## src/rtl/bn128_pkg.sv

```systemverilog
// Shared BN128 definitions: field-element widths and the record beat
// sequence used by the multiexp input demultiplexers (G1 and G2 variants).
package bn128_pkg;

    localparam int FE_BITS  = 256;
    localparam int FE2_BITS = 2 * FE_BITS;

    typedef logic [FE_BITS-1:0]  fe_t;
    typedef logic [FE2_BITS-1:0] fe2_t;

    // Position within a (scalar, point) record on the combined input stream.
    typedef enum logic [1:0] {
        ST_SCL = 2'd0,
        ST_X   = 2'd1,
        ST_Y   = 2'd2
    } beat_e;

endpackage

```

## src/rtl/multiexp_fp2_input_demux_axis_reg_slice.sv

```systemverilog
// axis_reg_slice: one-deep registered stream source. A loaded beat is held
// with stable dat/sop/eop until the consumer takes it; a new beat may be
// loaded in the same cycle the held one is taken, so streaming has no bubble.
module axis_reg_slice #(
    parameter int W = 256
) (
    input  logic         i_clk,
    input  logic         i_rst_n,
    input  logic         i_load,
    input  logic [W-1:0] i_dat,
    input  logic         i_sop,
    input  logic         i_eop,
    output logic         o_free,
    output logic         o_val,
    output logic [W-1:0] o_dat,
    output logic         o_sop,
    output logic         o_eop,
    input  logic         i_rdy
);

    logic         val_q, val_d;
    logic [W-1:0] dat_q, dat_d;
    logic         sop_q, sop_d;
    logic         eop_q, eop_d;

    // The slot can take a new beat when empty or when the held beat leaves now.
    assign o_free = ~val_q | i_rdy;

    // Next-state: load wins over drain; drain only clears val.
    always_comb begin
        // NOTE: every _d gets its current value first, so no path leaves it unassigned and no latch is inferred.
        val_d = val_q;
        dat_d = dat_q;
        sop_d = sop_q;
        eop_d = eop_q;
        if (i_load) begin
            val_d = 1'b1;
            dat_d = i_dat;
            sop_d = i_sop;
            eop_d = i_eop;
        end else if (i_rdy) begin
            val_d = 1'b0;
        end
    end

    // Output register; reset drops any held beat at once.
    always_ff @(posedge i_clk or negedge i_rst_n) begin
        if (!i_rst_n) begin
            // NOTE: the data register is reset as well, so a stale beat can never leak out after reset.
            val_q <= 1'b0;
            dat_q <= '0;
            sop_q <= 1'b0;
            eop_q <= 1'b0;
        end else begin
            // NOTE: non-blocking assignments so all flops update together from pre-edge values.
            val_q <= val_d;
            dat_q <= dat_d;
            sop_q <= sop_d;
            eop_q <= eop_d;
        end
    end

    assign o_val = val_q;
    assign o_dat = dat_q;
    assign o_sop = sop_q;
    assign o_eop = eop_q;

endmodule

```

## src/rtl/multiexp_fp2_input_demux.sv

```systemverilog
// multiexp_fp2_input_demux: splits the combined host stream of
// (scalar, x, y) records into a registered scalar stream and a registered
// Fp2 point stream, counting records against the batch size.
// Optional framing check and drain: define MULTIEXP_INPUT_FRAME_CHECK_EN.
module multiexp_fp2_input_demux
    import bn128_pkg::*;
#(
    parameter int SCL_BITS = $bits(fe_t),
    parameter int PNT_BITS = $bits(fe2_t),
    parameter int CNT_BITS = 64
) (
    input  logic                i_clk,
    input  logic                i_rst_n,
    input  logic [CNT_BITS-1:0] i_num_in,
    // combined input stream
    input  logic [PNT_BITS-1:0] i_host_dat,
    input  logic                i_host_val,
    input  logic                i_host_sop,
    input  logic                i_host_eop,
    output logic                o_host_rdy,
    // scalar stream
    output logic [SCL_BITS-1:0] o_scl_dat,
    output logic                o_scl_val,
    output logic                o_scl_sop,
    output logic                o_scl_eop,
    input  logic                i_scl_rdy,
    // point stream
    output logic [PNT_BITS-1:0] o_pnt_dat,
    output logic                o_pnt_val,
    output logic                o_pnt_sop,
    output logic                o_pnt_eop,
    input  logic                i_pnt_rdy,
    // batch status
    output logic                o_done,
    output logic [CNT_BITS-1:0] o_cnt
`ifdef MULTIEXP_INPUT_FRAME_CHECK_EN
    ,
    output logic                o_err
`endif
);

    beat_e               state_q;
    logic [CNT_BITS-1:0] cnt_q;
    logic [CNT_BITS-1:0] num_q;
    logic                done_q;

    logic                scl_free;
    logic                pnt_free;
    logic                first_s;
    logic                last_y;
    logic [CNT_BITS-1:0] eff_num;
    logic                lane_free;
    logic                host_rdy;
    logic                accept;
    logic                take;
    logic                scl_load;
    logic                pnt_load;

`ifdef MULTIEXP_INPUT_FRAME_CHECK_EN
    logic                err_q;
    logic                frame_bad;
`else
    // Input framing flags are deliberately ignored in this build.
    logic                unused_frame;
    assign unused_frame = i_host_sop ^ i_host_eop;
`endif

    // Batch position, ready and accept decode.
    always_comb begin
        first_s   = (state_q == ST_SCL) && (cnt_q == '0);
        // The batch size is latched on the first S beat, so before that the
        // live input decides whether the batch is empty.
        eff_num   = first_s ? i_num_in : num_q;
        last_y    = (state_q == ST_Y) && ((cnt_q + CNT_BITS'(1)) == num_q);
        lane_free = (state_q == ST_SCL) ? scl_free : pnt_free;
`ifdef MULTIEXP_INPUT_FRAME_CHECK_EN
        frame_bad = (i_host_sop != first_s) || (i_host_eop != last_y);
        host_rdy  = err_q || ((eff_num != '0) && lane_free);
        accept    = i_host_val && host_rdy;
        take      = accept && !err_q && !frame_bad;
`else
        host_rdy  = (eff_num != '0) && lane_free;
        accept    = i_host_val && host_rdy;
        take      = accept;
`endif
        scl_load  = take && (state_q == ST_SCL);
        pnt_load  = take && (state_q != ST_SCL);
    end

    assign o_host_rdy = host_rdy;

    // Record FSM, record counter, batch-size latch and done pulse.
    always_ff @(posedge i_clk or negedge i_rst_n) begin
        if (!i_rst_n) begin
            state_q <= ST_SCL;
            cnt_q   <= '0;
            num_q   <= '0;
            done_q  <= 1'b0;
        end else begin
            done_q <= 1'b0;
            if (take) begin
                case (state_q)
                    ST_SCL: begin
                        if (cnt_q == '0) begin
                            num_q <= i_num_in;
                        end
                        state_q <= ST_X;
                    end
                    ST_X: begin
                        state_q <= ST_Y;
                    end
                    ST_Y: begin
                        state_q <= ST_SCL;
                        if (last_y) begin
                            cnt_q  <= '0;
                            done_q <= 1'b1;
                        end else begin
                            cnt_q <= cnt_q + CNT_BITS'(1);
                        end
                    end
                    default: begin
                        state_q <= ST_SCL;
                    end
                endcase
            end
        end
    end

`ifdef MULTIEXP_INPUT_FRAME_CHECK_EN
    // Sticky framing error; once set the input is drained until reset.
    always_ff @(posedge i_clk or negedge i_rst_n) begin
        if (!i_rst_n) begin
            err_q <= 1'b0;
        end else if (accept && frame_bad) begin
            err_q <= 1'b1;
        end
    end

    assign o_err = err_q;
`endif

    assign o_done = done_q;
    assign o_cnt  = cnt_q;

    // Scalar lane: every scalar beat closes its own packet.
    axis_reg_slice #(
        .W(SCL_BITS)
    ) u_scl_slice (
        .i_clk   (i_clk),
        .i_rst_n (i_rst_n),
        .i_load  (scl_load),
        .i_dat   (i_host_dat[SCL_BITS-1:0]),
        .i_sop   (cnt_q == '0),
        .i_eop   (1'b1),
        .o_free  (scl_free),
        .o_val   (o_scl_val),
        .o_dat   (o_scl_dat),
        .o_sop   (o_scl_sop),
        .o_eop   (o_scl_eop),
        .i_rdy   (i_scl_rdy)
    );

    // Point lane: x opens the two-beat packet, y closes it.
    axis_reg_slice #(
        .W(PNT_BITS)
    ) u_pnt_slice (
        .i_clk   (i_clk),
        .i_rst_n (i_rst_n),
        .i_load  (pnt_load),
        .i_dat   (i_host_dat),
        .i_sop   (state_q == ST_X),
        .i_eop   (state_q == ST_Y),
        .o_free  (pnt_free),
        .o_val   (o_pnt_val),
        .o_dat   (o_pnt_dat),
        .o_sop   (o_pnt_sop),
        .o_eop   (o_pnt_eop),
        .i_rdy   (i_pnt_rdy)
    );

endmodule

```

## config.mk

```make
export PLATFORM = sky130hd
export DESIGN_NAME = multiexp_fp2_input_demux
export DESIGN_NICKNAME = d
export VERILOG_FILES = /design/src/rtl/bn128_pkg.sv /design/src/rtl/multiexp_fp2_input_demux_axis_reg_slice.sv /design/src/rtl/multiexp_fp2_input_demux.sv
export SDC_FILE = /design/constraint.sdc
export NUM_CORES = 2
export LEC_CHECK = 0
export BUFFER_PORTS_ARGS = -buffer_cell sky130_fd_sc_hd__buf_4
export CAP_MARGIN = 15
export CELL_PAD_IN_SITES_DETAIL_PLACEMENT = 1
export CELL_PAD_IN_SITES_GLOBAL_PLACEMENT = 2
export CORE_AREA = 2 2 550 552
export CTS_CLUSTER_DIAMETER = 150
export CTS_CLUSTER_SIZE = 25
export DETAILED_ROUTE_END_ITERATION = 8
export DIE_AREA = 0 0 552 554
export PLACE_DENSITY = 0.37
export SLEW_MARGIN = 20
export SYNTH_ARGS = -nofsm -noshare
export SYNTH_HDL_FRONTEND = slang
export SYNTH_SLANG_ARGS = --single-unit
```

## constraint.sdc

```tcl
create_clock -name i_clk -period 9.3 [get_ports i_clk]
set_input_delay 0.465 -clock i_clk [delete_from_list [all_inputs] [get_ports i_clk]]
set_output_delay 0.465 -clock i_clk [all_outputs]
set_load 0.01 [all_outputs]
```

**After elaboration in Yosys (flattened, before gate mapping)**

Index checks and enable logic that the tools add are counted.

- Register bits: 905
- Input bits: 583
- Output and inout bits: 840
- Logic and storage cells: 45

- Add/subtract/negate cells: 1
- Eq/ne operators: 3
- Muxes and demuxes: 11
- Bitwise gates (word level): 4
- Reduce and logical (&&, ||, !) cells: 14

Operators with widths:

| kind | count |
|---|---|
| 64-bit 2-to-1 mux | 2 |
| 64-bit by 1-bit adder with 64-bit output (second input constant) | 1 |
| 64-bit equality test | 1 |
| 64-bit logical NOT | 1 |
| 64-bit nonzero test | 1 |
| 1-bit 2-to-1 mux | 8 |
| 1-bit logical AND | 6 |
| 2-bit nonzero test | 3 |
| 2-bit case mux with 2 select lines | 1 |
| 3-bit AND reduction | 1 |
| 2-bit by 1-bit equality test with 1-bit output (second input constant) | 1 |
| 2-bit equality test (second input constant) | 1 |
| 2-bit logical NOT | 1 |
| 1-bit NOT | 2 |
| 1-bit OR | 2 |
| 2-bit AND reduction | 1 |

**Longest topological paths before layout**

- Word-level depth: 8
- Mapped depth: 14
- Mapped depth without buffers: 12

**Hierarchy**

A second synthesis with hierarchy kept.

- Cell total of the unflattened synthesis: 2607
- Area, all modules: 39872.0 µm²

By module, submodules not included:

| module | times used | cells each | area an instance (µm²) | sequential area each (µm²) |
|---|---|---|---|---|
| axis_reg_slice (u_pnt_slice) | 1 | 1088 | 20529.7 | 12887.4 |
| axis_reg_slice (u_scl_slice) | 1 | 548 | 10451.3 | 6481.2 |
| multiexp_fp2_input_demux | 1 | 971 | 8891.0 | 3278.1 |

**Worst setup path before layout**

Ideal clock, no wire load.

- Kind: reg2reg
- Start: register cnt_q[0], in the netlist o_cnt[0]
- End: register cnt_q[9], in the netlist o_cnt[9]
- Arrival time: 3.339 ns
- Setup slack: 5.842 ns
- Stages on the path, launching flop included: 13
- Clock period less this slack: 3.458 ns
- Path through: dfrtp_1 -> ha_1 -> nand4_1 -> nor3_4 -> nand3_1 -> nor3_1 -> xnor2_1 -> o2111ai_1 -> or4b_1 -> or4_4 -> nor2_8 -> buf_6 -> nor2_1

- Cells in the longest elaborated chain, start to end: 7
- Elaborated cells between the ends (all ways): 11
- Those cells by class: add/sub (1); eq/ne (1); mux (2); reduce/logical (7)

Ends and longest elaborated chain:

| element | line | source |
|---|---|---|
| start: declaration | multiexp_fp2_input_demux.sv:43 | `logic [CNT_BITS-1:0] cnt_q;` |
| start signal: assignment | multiexp_fp2_input_demux.sv:118 | `cnt_q <= cnt_q + CNT_BITS'(1);` |
| parallel branches: the longest is 7 deep, another holds 64-bit by 1-bit adder with 64-bit output | - |  |

Several ways; the timed one is not identified.
A chain may end at the register's enable or synchronous reset.

**Worst setup path in the final report**

- Start: register state_q[1]
- End: register u_pnt_slice.dat_q[254], in the netlist u_pnt_slice.o_dat[254]

- Cells in the longest elaborated chain, start to end: 7
- Elaborated cells between the ends (all ways): 9
- Those cells by class: mux (2); reduce/logical (7)

Ends and longest elaborated chain:

| element | line | source |
|---|---|---|
| start: declaration | multiexp_fp2_input_demux.sv:42 | `beat_e state_q;` |
| start signal: assignment | multiexp_fp2_input_demux.sv:95 | `state_q <= ST_SCL;` |
| start signal: assignment | multiexp_fp2_input_demux.sv:107 | `state_q <= ST_X;` |
| start signal: assignment | multiexp_fp2_input_demux.sv:110 | `state_q <= ST_Y;` |
| 2-bit logical NOT | multiexp_fp2_input_demux.sv:70, multiexp_fp2_input_demux.sv:75 |  |
| 1-bit logical AND | multiexp_fp2_input_demux.sv:70 | `first_s = (state_q == ST_SCL) && (cnt_q == '0);` |
| 64-bit 2-to-1 mux | multiexp_fp2_input_demux.sv:73 | `eff_num = first_s ? i_num_in : num_q;` |
| 64-bit nonzero test | multiexp_fp2_input_demux.sv:82 | `host_rdy = (eff_num != '0) && lane_free;` |
| 1-bit logical AND | multiexp_fp2_input_demux.sv:82 |  |
| 1-bit logical AND | multiexp_fp2_input_demux.sv:83 | `accept = i_host_val && host_rdy;` |
| 1-bit logical AND (*) | multiexp_fp2_input_demux.sv:87 | `pnt_load = take && (state_q != ST_SCL);` |
| end signal: assignment | multiexp_fp2_input_demux_axis_reg_slice.sv:57 | `dat_q <= dat_d;` |
| end: declaration | multiexp_fp2_input_demux_axis_reg_slice.sv:22 | `logic [W-1:0] dat_q, dat_d;` |

Mark *: on every way between the ends. The rest lies on a longest branch, timed or not.

==> run_summary.xml <==
<?xml version="1.0" encoding="UTF-8"?>
<metrics>
  <group name="power">
    <metric name="total_leakage_power" unit="nW">29.4</metric>
    <metric name="max_vdd_drop" unit="uV">148</metric>
    <metric name="power-per-cell-area" unit="nW/um^2">122</metric>
    <metric name="clock_power_share" unit="%">38.4</metric>
    <metric name="internal-power" unit="mW">5.34</metric>
    <metric name="part_of_the_total_power_dissipated_in_combinational_logic" unit="%">7.9</metric>
    <metric name="p_switching" unit="mW">1.99</metric>
    <metric name="power.sequential.fraction" unit="%">53.6</metric>
    <metric name="netSwitchingFraction" unit="%">27.2</metric>
  </group>
  <group name="job">
    <metric name="timing.max_cap.violations" unit="">0</metric>
  </group>
  <group name="die">
    <metric name="initial_core_util" unit="%">12.4</metric>
    <metric name="floorplan.die_area" unit="um^2">306000</metric>
    <metric name="core" unit="um^2">299000</metric>
    <metric name="rows" unit="">201</metric>
    <metric name="io_pins" unit="">1423</metric>
    <metric name="width_of_the_chip" unit="um">552</metric>
    <metric name="floorplan.die.height" unit="um">554</metric>
  </group>
  <group name="finish">
    <metric name="area_growth_syn_to_layout" unit="%">61.3</metric>
    <metric name="layout-drive-gt1-share" unit="%">52.6</metric>
    <metric name="final.fill_count" unit="">33700</metric>
    <metric name="nets" unit="">5119</metric>
    <metric name="utilization" unit="%">20.0</metric>
  </group>
  <group name="setup_path">
    <metric name="critPathCaptureType" unit="">flip-flop</metric>
    <metric name="worstPathRequired" unit="ns">9.93</metric>
    <metric name="crit_arrival" unit="ns">6.23</metric>
    <metric name="critPathKind" unit="">reg2reg</metric>
    <metric name="worst_path_max_delay_cell" unit="">sky130_fd_sc_hd__buf_4</metric>
    <metric name="cells_along_the_critical_path" unit="">nor2_1 -&gt; nand4_1 -&gt; nor2_1 -&gt; a31o_2 -&gt; and3_1 -&gt; nand2_1 -&gt; nor2_4 -&gt; buf_4 -&gt; buf_12 -&gt; buf_4 -&gt; mux2_2</metric>
    <metric name="worst-path-max-fanout" unit="">130</metric>
    <metric name="worst-path-buf-inv" unit="">3</metric>
    <metric name="crit_family" unit="">simple AND/OR/NAND/NOR gates</metric>
    <metric name="start_kind" unit="">flip-flop</metric>
    <metric name="slowest_delay" unit="ns">0.77</metric>
  </group>
  <group name="placed_design">
    <metric name="dp.final_hpwl" unit="um">190000</metric>
    <metric name="globalplace.congestion" unit="">0.792</metric>
    <metric name="placement.io_buffers" unit="">1420</metric>
  </group>
  <group name="logic_synthesis">
    <metric name="ffs_w_async_s_r_synth" unit="%">100</metric>
    <metric name="synthDominantCellAreaShare" unit="%">60.9</metric>
    <metric name="ys_warn_count" unit="">0</metric>
    <metric name="syn-mean-instance-area" unit="um^2">14.3</metric>
    <metric name="mappedNetlistNets" unit="">3180</metric>
    <metric name="post_synthesis_cell_type_with_the_largest_combined_area" unit="">sky130_fd_sc_hd__dfrtp_1</metric>
    <metric name="synth_top_cells_by_area" unit="">sky130_fd_sc_hd__dfrtp_1, sky130_fd_sc_hd__mux2_2, sky130_fd_sc_hd__xnor2_1, sky130_fd_sc_hd__buf_2, sky130_fd_sc_hd__nor2_1</metric>
    <metric name="postSynthCellCount" unit="">2595</metric>
    <metric name="synthTopCellsByCount" unit="">sky130_fd_sc_hd__dfrtp_1, sky130_fd_sc_hd__mux2_2, sky130_fd_sc_hd__nor2_1</metric>
    <metric name="part_of_the_yosys_area_used_for_sequential_elements" unit="%">60.9</metric>
    <metric name="post-synth-top-count-cell" unit="">sky130_fd_sc_hd__dfrtp_1</metric>
    <metric name="synth_top_flop_cell" unit="">sky130_fd_sc_hd__dfrtp_1</metric>
    <metric name="synth-edff-count" unit="">0</metric>
    <metric name="netlist-cell-type-count" unit="">68</metric>
    <metric name="synth-seq-cells" unit="">905</metric>
    <metric name="synthesis.area" unit="um^2">37200</metric>
  </group>
  <group name="routing">
    <metric name="remaining_drc_errors" unit="">0</metric>
    <metric name="route.detailed.vias_per_inst" unit="">3.49</metric>
    <metric name="route.final.wire_length" unit="um">233000</metric>
    <metric name="drtAntennaViolNets" unit="">0</metric>
    <metric name="vias" unit="">29800</metric>
    <metric name="drt-pass1-iter-count" unit="">5</metric>
    <metric name="initialDrtViolationCount" unit="">1169</metric>
    <metric name="wl_per_cell" unit="um">27.2</metric>
  </group>
  <group name="clock_tree">
    <metric name="postCtsResizedCells" unit="">0</metric>
    <metric name="clock_root_buffer_master" unit="">sky130_fd_sc_hd__clkbuf_16</metric>
    <metric name="h-tree-depth" unit="">2</metric>
    <metric name="tritoncts" unit="">yes</metric>
    <metric name="cts.clk_slew.worst_paths" unit="ns">0.11</metric>
    <metric name="max-clock-path-buffers" unit="">3</metric>
    <metric name="number_of_buffers_created_by_cts" unit="">50</metric>
    <metric name="clkSinkCount" unit="">905</metric>
    <metric name="clkLatencyLatePin" unit="ns">0.77</metric>
  </group>
  <group name="timing">
    <metric name="maxSlewHeadroom" unit="%">24.6</metric>
    <metric name="fin_skew" unit="ns">0.0613</metric>
    <metric name="setup_total_negative_slack" unit="ns">0</metric>
    <metric name="setup_viol" unit="">0</metric>
    <metric name="timing.final.hold_violations" unit="">0</metric>
    <metric name="max_slew.worst_pin.slew" unit="ns">1.13</metric>
    <metric name="unrepaired_setup_endpoints_after_global_routing" unit="">false</metric>
    <metric name="final-max-slew-violation-count" unit="">0</metric>
    <metric name="min_period" unit="ns">5.60</metric>
    <metric name="max_freq" unit="MHz">178</metric>
    <metric name="finalCritPeriodShare" unit="%">60.3</metric>
  </group>
  <group name="grt">
    <metric name="grt_remaining_overflow" unit="">0</metric>
    <metric name="grt_start_max_net_pins" unit="">137</metric>
    <metric name="grt_pass1_vias" unit="">32800</metric>
    <metric name="track_usage" unit="%">14.8</metric>
    <metric name="antenna_found_initial" unit="">85</metric>
    <metric name="grt_pass1_wl" unit="um">313000</metric>
  </group>
  <group name="hold_path">
    <metric name="hold_path_class" unit="">in2reg</metric>
  </group>
  <group name="outcome">
    <metric name="status" unit="">complete, no violations</metric>
  </group>
</metrics>
==> area by class of cell <==
type / instances / area (um^2) / area share (%)
diodes: 32 / 80.1 / 0.134
clock buffers: 51 / 1280 / 2.13
clock inverters: 22 / 332 / 0.553
inverters: 16 / 60.1 / 0.100
multi-input cells: 1522 / 13800 / 23.0
flip-flops and latches: 905 / 22600 / 37.8
well taps: 3958 / 4950 / 8.26
repair buffers: 2039 / 16900 / 28.1
==> registers in the layout, summed over array words and instances, names as in the netlist, 2 cells and up <==
| name | count |
|---|---|
| num_q | 64 |
| o_cnt | 64 |
| u_pnt_slice.o_dat | 512 |
| state_q | 2 |
| u_scl_slice.o_dat | 256 |
==> per-layer routing <==
metal / track usage, % / routed length, um
met1: 16.8 / 90300
met3: 5.05 / 17300
met2: 26.6 / 119000
met4: 3.26 / 5350
met5: 0 / 418
==> cells by family (layout without fill, tap and decap cells) <==
group | count (synthesis) | after routing | synth area share [%]
mux | 836 | 836 | 25.3
buf+inv | 168 | 2128 | 2.19
fa+ha+maj | 2 | 2 | 0.0673
compound gates | 62 | 62 | 1.10
xor+xnor | 151 | 151 | 3.56
other cells | 0 | 32 | 0
flops | 905 | 905 | 60.9
simple gates | 471 | 471 | 6.90
==> cell usage in the layout (no fill, tap or decap), drive strengths merged, types with 3 or more instances in the layout <==
cell type / Yosys / layout
dlygate4sd3: 0 / 577
or2: 3 / 3
o21a: 3 / 3
o2111ai: 4 / 4
and4: 12 / 12
buf: 109 / 1462
or3: 3 / 3
a21o: 3 / 3
nor2: 126 / 126
mux2: 834 / 834
xnor2: 102 / 102
a211oi: 4 / 4
dfrtp: 905 / 905
nand4: 64 / 64
nand2: 70 / 70
a31oi: 3 / 3
inv: 16 / 24
o21ai: 16 / 16
diode: 0 / 32
nor3b: 4 / 4
xor2: 49 / 49
nand3: 33 / 33
clkinv: 0 / 12
a21oi: 13 / 13
clkbuf: 43 / 51
nor3: 39 / 39
nand2b: 6 / 6
or3b: 3 / 3
nor4: 68 / 68
or4: 8 / 8
and2: 6 / 6
nor4b: 3 / 3
and3: 13 / 13
==> worst paths after layout <==
path	startpoint	end	slack (ns)	depth (start not counted)
min in group asynchronous	i_rst_n	o_cnt[16]	0.27	2
hold reg to reg	u_scl_slice.o_eop	u_scl_slice.o_eop	0.48	1
setup reg to reg	state_q[1]	u_pnt_slice.o_dat[254]	3.70	11
hold / removal	i_host_dat[77]	u_scl_slice.o_dat[77]	0.09	2
max in group asynchronous	i_rst_n	u_scl_slice.o_dat[199]	6.98	4
setup / recovery	state_q[1]	u_pnt_slice.o_dat[254]	3.70	11
==> repair_timing <==
action	CTS	global route
hold buffers	577	0
endpoints found under the hold margin	891	0
buffers inserted	0	0
==> metrics by stage <==
| stage | hold WS [ns] | total power, mW | area [um^2] | setup WS [ns] | cells |
|---|---|---|---|---|---|
| 2_1_floorplan | 0.169 | 4.02 | 37200 | 5.84 | 2595 |
| 3_3_place_gp | 0.458 | 4.38 | 52500 | 3.54 | 7863 |
| 3_5_place_dp | 0.460 | 4.38 | 52500 | 3.63 | 7863 |
| 4_1_cts | 0.0127 | 7.58 | 59900 | 3.59 | 8513 |
| 5_1_grt | 0.0310 | 7.68 | 59900 | 3.37 | 8529 |
| 6_report | 0.0876 | 7.33 | 60000 | 3.70 | 8545 |
==> power groups by stage <==
| stage | clock (mW) | sequential [mW] | combinational, mW |
|---|---|---|---|
| after CTS | 3.03 | 3.93 | 0.608 |
| after detailed placement | 0 | 4.01 | 0.372 |
| after floorplan | 0 | 4.01 | 0.00448 |
| after global routing | 3.11 | 3.93 | 0.633 |
| final | 2.82 | 3.93 | 0.580 |
| after global placement | 0 | 4.01 | 0.366 |
(Power assumes the default switching activity.)
